<file path="src/rtl/pc_target_unit_pkg.sv">
// Shared definitions for the fetch PC target unit: redirect select codes,
// FSM state encoding and instruction-alignment helpers.
package pc_target_unit_pkg;

  typedef enum logic [1:0] {
    SEL_BRANCH = 2'd0,
    SEL_JALR   = 2'd1,
    SEL_TRAP   = 2'd2,
    SEL_RSVD   = 2'd3
  } redirect_sel_e;

  typedef enum logic [1:0] {
    ST_IDLE  = 2'd0,
    ST_RUN   = 2'd1,
    ST_FAULT = 2'd2
  } state_e;

  // Only 2-byte (compressed) and 4-byte alignment are meaningful.
  function automatic bit ialign_legal(input int ialign);
    return (ialign == 32'sd2) || (ialign == 32'sd4);
  endfunction

  // Number of low address bits that must be zero for a legal alignment.
  function automatic int ialign_bits(input int ialign);
    return (ialign == 32'sd2) ? 32'sd1 : 32'sd2;
  endfunction

endpackage

</file>
<file path="src/rtl/pc_target_unit_calc.sv">
// Combinational redirect target selection, address arithmetic, alignment
// masking and misalignment detection.
module pc_target_calc
  import pc_target_unit_pkg::*;
#(
  parameter int XLEN       = 32,
  parameter int ALIGN_BITS = 2
) (
  input  logic [1:0]      sel,
  input  logic [XLEN-1:0] ex_pc,
  input  logic [XLEN-1:0] imm,
  input  logic [XLEN-1:0] rs1,
  input  logic [XLEN-1:0] trap_vec,
  output logic [XLEN-1:0] target,
  output logic            misaligned
);

  localparam logic [XLEN-1:0] LOW_MASK = {{(XLEN-ALIGN_BITS){1'b0}}, {ALIGN_BITS{1'b1}}};
  localparam logic [XLEN-1:0] BIT0     = {{(XLEN-1){1'b0}}, 1'b1};

  logic [XLEN-1:0] branch_sum;
  logic [XLEN-1:0] jalr_sum;

  // Pick the target for the requested redirect kind; reserved select acts as branch.
  always_comb begin
    branch_sum = ex_pc + imm;
    jalr_sum   = (rs1 + imm) & ~BIT0;
    target     = branch_sum;
    misaligned = 1'b0;
    case (sel)
      SEL_JALR: begin
        target     = jalr_sum;
        misaligned = |(jalr_sum & LOW_MASK);
      end
      SEL_TRAP: begin
        // Trap vectors are forced onto an aligned address, so they never fault.
        target     = trap_vec & ~LOW_MASK;
        misaligned = 1'b0;
      end
      default: begin
        target     = branch_sum;
        misaligned = |(branch_sum & LOW_MASK);
      end
    endcase
  end

endmodule

</file>
<file path="src/rtl/pc_target_unit.sv">
// Fetch PC generator: holds the fetch PC, advances it on fetch handshake,
// applies redirects and parks in FAULT after a misaligned redirect until a
// trap redirect arrives.
module pc_target_unit
  import pc_target_unit_pkg::*;
#(
  parameter int              XLEN     = 32,
  parameter logic [XLEN-1:0] RESET_PC = 32'h0000_0000,
  parameter int              IALIGN   = 4
) (
  input  logic            clk,
  input  logic            rst_n,
  input  logic            stall_i,
  input  logic            redirect_valid_i,
  input  logic [1:0]      redirect_sel_i,
  input  logic [XLEN-1:0] ex_pc_i,
  input  logic [XLEN-1:0] imm_i,
  input  logic [XLEN-1:0] rs1_i,
  input  logic [XLEN-1:0] trap_vec_i,
  input  logic            fetch_ready_i,
  output logic [XLEN-1:0] pc_o,
  output logic [XLEN-1:0] pc_inc_o,
  output logic            fetch_valid_o,
  output logic            misalign_o,
  output logic [XLEN-1:0] misalign_addr_o
);

  // An illegal IALIGN falls back to 4-byte alignment.
  localparam int ALIGN_BITS = ialign_legal(IALIGN) ? ialign_bits(IALIGN) : 32'sd2;
  localparam int STEP       = ialign_legal(IALIGN) ? IALIGN : 32'sd4;

  state_e          state;
  state_e          state_next;
  logic [XLEN-1:0] pc_next;
  logic            misalign_next;
  logic [XLEN-1:0] misalign_addr_next;
  logic [XLEN-1:0] target;
  logic            target_misaligned;

  pc_target_calc #(
    .XLEN       (XLEN),
    .ALIGN_BITS (ALIGN_BITS)
  ) u_calc (
    .sel        (redirect_sel_i),
    .ex_pc      (ex_pc_i),
    .imm        (imm_i),
    .rs1        (rs1_i),
    .trap_vec   (trap_vec_i),
    .target     (target),
    .misaligned (target_misaligned)
  );

  assign pc_inc_o = pc_o + XLEN'(STEP);

  // Next-state and next-PC selection: redirect beats stall beats handshake advance.
  always_comb begin
    state_next         = state;
    pc_next            = pc_o;
    misalign_next      = 1'b0;
    misalign_addr_next = misalign_addr_o;
    case (state)
      ST_IDLE: begin
        state_next = ST_RUN;
      end
      ST_RUN: begin
        if (redirect_valid_i) begin
          if (target_misaligned) begin
            misalign_next      = 1'b1;
            misalign_addr_next = target;
            state_next         = ST_FAULT;
          end else begin
            pc_next = target;
          end
        end else if (stall_i) begin
          pc_next = pc_o;
        end else if (fetch_ready_i) begin
          pc_next = pc_inc_o;
        end else begin
          pc_next = pc_o;
        end
      end
      ST_FAULT: begin
        // Only a trap redirect gets us out; everything else is dropped.
        if (redirect_valid_i && (redirect_sel_i == SEL_TRAP)) begin
          pc_next    = target;
          state_next = ST_RUN;
        end else begin
          state_next = ST_FAULT;
        end
      end
      default: begin
        state_next = ST_IDLE;
        pc_next    = RESET_PC;
      end
    endcase
  end

  // State, PC and status registers; reset clears everything immediately.
  always_ff @(posedge clk or negedge rst_n) begin
    if (!rst_n) begin
      state           <= ST_IDLE;
      pc_o            <= RESET_PC;
      fetch_valid_o   <= 1'b0;
      misalign_o      <= 1'b0;
      misalign_addr_o <= {XLEN{1'b0}};
    end else begin
      state           <= state_next;
      pc_o            <= pc_next;
      fetch_valid_o   <= (state_next == ST_RUN);
      misalign_o      <= misalign_next;
      misalign_addr_o <= misalign_addr_next;
    end
  end

endmodule

</file>
<file path="config.mk">
export PLATFORM = sky130hd
export DESIGN_NAME = pc_target_unit
export DESIGN_NICKNAME = d
export VERILOG_FILES = /design/src/rtl/pc_target_unit_pkg.sv /design/src/rtl/pc_target_unit_calc.sv /design/src/rtl/pc_target_unit.sv
export SDC_FILE = /design/constraint.sdc
export NUM_CORES = 1
export LEC_CHECK = 0
export BUFFER_PORTS_ARGS = -buffer_cell sky130_fd_sc_hd__buf_2
export CAP_MARGIN = 20
export CORE_MARGIN = 2
export CORE_UTILIZATION = 45
export DETAILED_ROUTE_END_ITERATION = 16
export GPL_ROUTABILITY_DRIVEN = 0
export HOLD_SLACK_MARGIN = 0.02
export PLACE_DENSITY = 0.71
export SLEW_MARGIN = 20
export SYNTH_ARGS = -nofsm -noshare
export SYNTH_HDL_FRONTEND = slang
export SYNTH_SLANG_ARGS = --single-unit
</file>
<file path="constraint.sdc">
create_clock -name clk -period 7.38 [get_ports clk]
set_input_delay 1.476 -clock clk [delete_from_list [all_inputs] [get_ports clk]]
set_output_delay 1.476 -clock clk [all_outputs]
set_load 0.05 [all_outputs]
</file>
[After elaboration in Yosys (flattened, before gate mapping)]
Cells that the tools add are included.
Cells by class
  eq/ne operators: 9
  reduce and logical (&&, ||, !) cells: 5
  mux-type cells: 15
  bitwise gates (word level): 1
  add/sub/neg operators: 3
Operator list (number)
  $mux W32: 5
  $pmux W32 S3: 1
  $add A32 B32 Y32: 2
  $pmux W32 S2: 1
  $add A32 B3 Y32 const B: 1
  $ne A3 B3 Y1 const B: 3
  $eq A2 B1 Y1 const B: 3
  $mux W2: 3
  $pmux W2 S3: 1
  $reduce_and A5 Y1: 1
  $eq A2 B2 Y1 const B: 2
  $mux W1: 3
  $reduce_and A3 Y1: 1
  $logic_not A2 Y1: 1
  $ne A2 B2 Y1 const B: 1
  $pmux W1 S2: 1
  $reduce_or A2 Y1: 1
  $logic_and A1 B1 Y1: 1
  $not A1 Y1: 1
Word-level totals
  input port bits: 135
  output and inout port bits: 98
  logic and storage cells: 38
  flip-flop bits (word level): 68

[Longest topological paths before layout]
  depth in word-level cells: 7
  gate-level depth with buffers: 15
  gate-level depth less buffers: 12

[Hierarchy]
From an unflattened synthesis, not the netlist that was laid out.
Second synthesis, totals
  cells, all modules: 973
  area, all modules: 7542.2 sq um
Modules (own cells, without submodules)
  pc_target_calc: sequential area each 0.0 sq um, cells an instance 538, area each 3783.6 sq um, times used 1
  pc_target_unit: sequential area each 1701.6 sq um, cells an instance 435, area each 3758.6 sq um, times used 1

[Worst setup path before layout]
Ideal clock, no wire load.
  path type: register to output
  start: reg pc_o[21]
  end: out pc_inc_o[31]
  arrival: 2.793 ns
  cell stages (with the launch flop): 7
  buffers on the path: 0
  path slack: 3.111 ns
  data required time: 5.904 ns
  cell sequence: dfrtp_1 and3_1 and3_1 and2_1 nand4_1 or4_1 xnor2_1
On the way
  cells in the longest elaborated chain, start to end: 1
Ends and longest elaborated chain
  start: declaration: RTL line pc_target_unit.sv:21  | output logic [XLEN-1:0] pc_o,
  start signal: assignment: RTL line pc_target_unit.sv:108  | pc_o <= pc_next;
  $add A32 B3 Y32: RTL line pc_target_unit.sv:53  | assign pc_inc_o = pc_o + XLEN'(STEP);
  end: declaration: RTL line pc_target_unit.sv:22  | output logic [XLEN-1:0] pc_inc_o,
No other way between the ends.

[Worst setup path in the final report]
  start: in redirect_sel_i[0]
  end: reg pc_o[27]
On the way
  cells in the longest elaborated chain, start to end: 5
  elaborated cells on any way between the ends: 12
  those cells by class: eq/ne: 4; mux: 6; reduce/logical: 2
Ends and longest elaborated chain
  start: declaration: RTL line pc_target_unit.sv:15  | input logic [1:0] redirect_sel_i,
  $eq A2 B2 Y1 / $eq A2 B1 Y1 (equally long branches): RTL line pc_target_unit_calc.sv:30, pc_target_unit.sv:84
  $pmux W32 S2: RTL line pc_target_unit_calc.sv:30  | case (sel)
  $mux W32: RTL line pc_target_unit.sv:67  | if (target_misaligned) begin
  $mux W32: RTL line pc_target_unit.sv:66  | if (redirect_valid_i) begin
  $pmux W32 S3: RTL line pc_target_unit.sv:61  | case (state)
Parallel ways exist; a longest one is shown, timed or not. The select of a mux whose other input is x is not followed.
A chain may end at the register's enable or synchronous reset.

==> results_dict.tcl <==
set metrics [dict create \
    outcome "finished clean" \
    crit_required_ns 7.60 \
    worstSetupEndpoint "pc_o[27]" \
    fin_util_pct 55.0 \
    synth_nets 1176 \
    initial_core_util_pct 45.9 \
    reg2reg_slack_ns 4.02 \
    holdWs_ns 0.469 \
    cts-root-buf "clkbuf_16" \
    drtIter0Drc 672 \
    die_w_um 134 \
    tightestPinTransition_ns 0.870 \
    skew_ns 0.00664 \
    cts_resized 0 \
    power.total_mw 3.12 \
    cts_max_path_buffers 2 \
    netlist_instances 971 \
    startpoint_type "input pin" \
    slew_headroom_pct 42.0 \
    core_area_mm2 0.0165 \
    min_path_type "reg -> reg" \
    layout-drive-gt1-share_pct 23.3 \
    grt-ovfl-total 0 \
    setup_tns_ns 0 \
    antenna_found_initial 4 \
    cts_made_buffers 9 \
    clk_pin_slew_worst_paths_ns 0.05 \
    final-setup-viol-count 0 \
    leakage_nw 4.47 \
    pin_count 233 \
    die_area_mm2 0.0179 \
    startpoint "redirect_sel_i[0]" \
    route.detailed.drc 0 \
    vias 8257 \
    cts.hold.buffers_added 0 \
    post_cts_buffers 0 \
    synth_edf_count 0 \
    pwr_density_cell_mw_per_mm2 343 \
    ys.flop_type "dfrtp_1" \
    grt_first_pass_wirelength_um 38100 \
    via_per_inst 5.93 \
    rsz0062_at_grt "false" \
    htreeDepth 3 \
    ant_nets 0 \
    placed_area_mm2 0.00881 \
    end_kind "register" \
    synthArstFlopShare_pct 100 \
    nFillCells 1601 \
    clock-sinks 68 \
    grt_start_max_net_pins 69 \
    ys_seq_elements 68 \
    min_period_over_period_pct 61.0 \
    ys_seq_area_share_pct 22.4 \
    path_max_fanout 46 \
    drv_slew 0 \
    synth_cell_type_count 77 \
    wire_per_inst_um 17.5 \
    synthesis.area_mm2 0.00758 \
    drtPass1Iterations 6 \
    avgSynthCellArea_um2 7.81 \
    r2r.worst_path.cells 9 \
    fmax_mhz 222 \
    die_h_um 134 \
    fp-row-count 47 \
    grtUsageTotal_pct 26.4 \
    r2r-end "pc_o[19]" \
    reg2reg_from "state[1]" \
    grt_pass1_vias 7287 \
    period_minus_slack_ns 4.50 \
    syn_to_final_growth_pct 19.9 \
    criticalPathCategory "in -> reg" \
    cts_tree "built" \
    finalNetCount 1369 \
    hold_violations 0 \
    ir_drop_uv 273 \
    io_buffers 230 \
    clkLatencyLatePin_ns 0.33 \
    ys_warn_count 0 \
    cp.arrival_ns 4.72 \
    dpl.hpwl_um 19700 \
    wirelength_um 24400 \
    drv_cap 0 \
    design_area_mm2 0.00909 \
]
kinds of logic after synthesis:
logic type / after synthesis / share of synthesized area (%)
xor+xnor: 80 / 9.24
mux: 7 / 0.941
flops: 68 / 22.4
simple gates: 317 / 20.0
fa+ha+maj: 70 / 11.7
buf+inv: 80 / 4.46
compound gates: 349 / 31.2
power breakdown:
group	switching (mW)	internal (mW)	total (mW)	leakage, nW
clock network	0.146	0.243	0.389	0.135
logic	1.50	0.526	2.03	3.44
registers	0.167	0.537	0.704	0.890
total	1.82	1.31	3.12	4.47
metrics by stage:
step,std cells,worst slack [ns]
finish,1392,2.88
detailed placement,1373,2.60
CTS,1388,2.93
global route,1392,2.68
global placement,1373,2.65
floorplan,971,3.11
how the worst min path moves through the flow:
stage                        start                   to  slack (ns)  depth (start not counted)
2_1_floorplan             state[0]             state[0]        0.57                          2
3_3_place_gp   misalign_addr_o[10]  misalign_addr_o[10]        0.46                          2
3_5_place_dp   misalign_addr_o[10]  misalign_addr_o[10]        0.46                          2
4_1_cts        misalign_addr_o[10]  misalign_addr_o[10]        0.48                          2
5_1_grt        misalign_addr_o[11]  misalign_addr_o[11]        0.50                          2
6_report       misalign_addr_o[11]  misalign_addr_o[11]        0.47                          2
synth_stat cells (13+ instances only):
cell type    n  area (um^2)
nand2_1    145          544
o21ai_0     77          385
a21oi_1     68          340
dfrtp_1     68         1700
ha_1        68          851
xnor2_1     56          490
a21o_1      42          315
nor2_1      37          139
clkbuf_1    31          116
inv_1       26         97.6
nand3_1     26          130
xor2_1      24          210
and3_1      22          138
nand4_1     20          125
a221o_1     19          190
buf_2       18         90.1
o211ai_1    18          135
o21ai_1     15         75.1
a211oi_1    13         97.6
a31oi_1     13         81.3
area by class of cell:
class	count	area (um^2)	area share (%)
repair buffers	236	1200	13.2
clock inverters	2	10.0	0.110
flip-flops and latches	68	1700	18.7
inverters	26	97.6	1.07
clock buffers	13	260	2.86
well taps	220	275	3.03
multi-input cells	823	5540	61.0
diodes	4	10.0	0.110
placed cells by master (no fill, tap or decap), types with 10 or more instances in the layout:
cell type / netlist / final
a221o_1: 19 / 19
nand4_1: 20 / 20
o21a_1: 10 / 10
inv_1: 26 / 26
o21ai_1: 15 / 15
nand2b_1: 12 / 12
and2_1: 12 / 12
nor2_1: 37 / 37
xor2_1: 24 / 24
o21ai_0: 77 / 77
nand3_1: 26 / 26
a21oi_1: 68 / 68
and3_1: 22 / 22
ha_1: 68 / 68
nor2b_1: 12 / 12
a21o_1: 42 / 42
nand2_1: 145 / 145
nor3_1: 12 / 12
o211ai_1: 18 / 18
buf_2: 18 / 230
xnor2_1: 56 / 56
a211oi_1: 13 / 13
a31oi_1: 13 / 13
dfrtp_1: 68 / 68
layer usage:
layer | up-vias | track usage [%] | share of wire, %
met5 | - | 0 | 0
met4 | 0 | 8.51 | 2.0
met3 | 33 | 2.49 | 8.0
met2 | 424 | 40.5 | 45
met1 | 3807 | 39.0 | 45
li1 | 3993 | - | -
critical path, stage by stage:
cell and delay, ns:
buf_2 0.09, inv_1 0.04, ha_1 0.27, buf_4 0.41
nand2b_1 0.19, a2bb2oi_1 0.31, or2_2 0.18, and3_1 0.37
and2_1 0.27, nand2_1 0.51, a221o_1 0.49, o311ai_1 0.10
sequential cells by signal, indices dropped and copies added, names as in the netlist:
| signal | cells |
|---|---|
| pc_o | 32 |
| misalign_addr_o | 32 |
| state | 2 |
| misalign_o | 1 |
| fetch_valid_o | 1 |
Power figures use the tool's default switching activity.
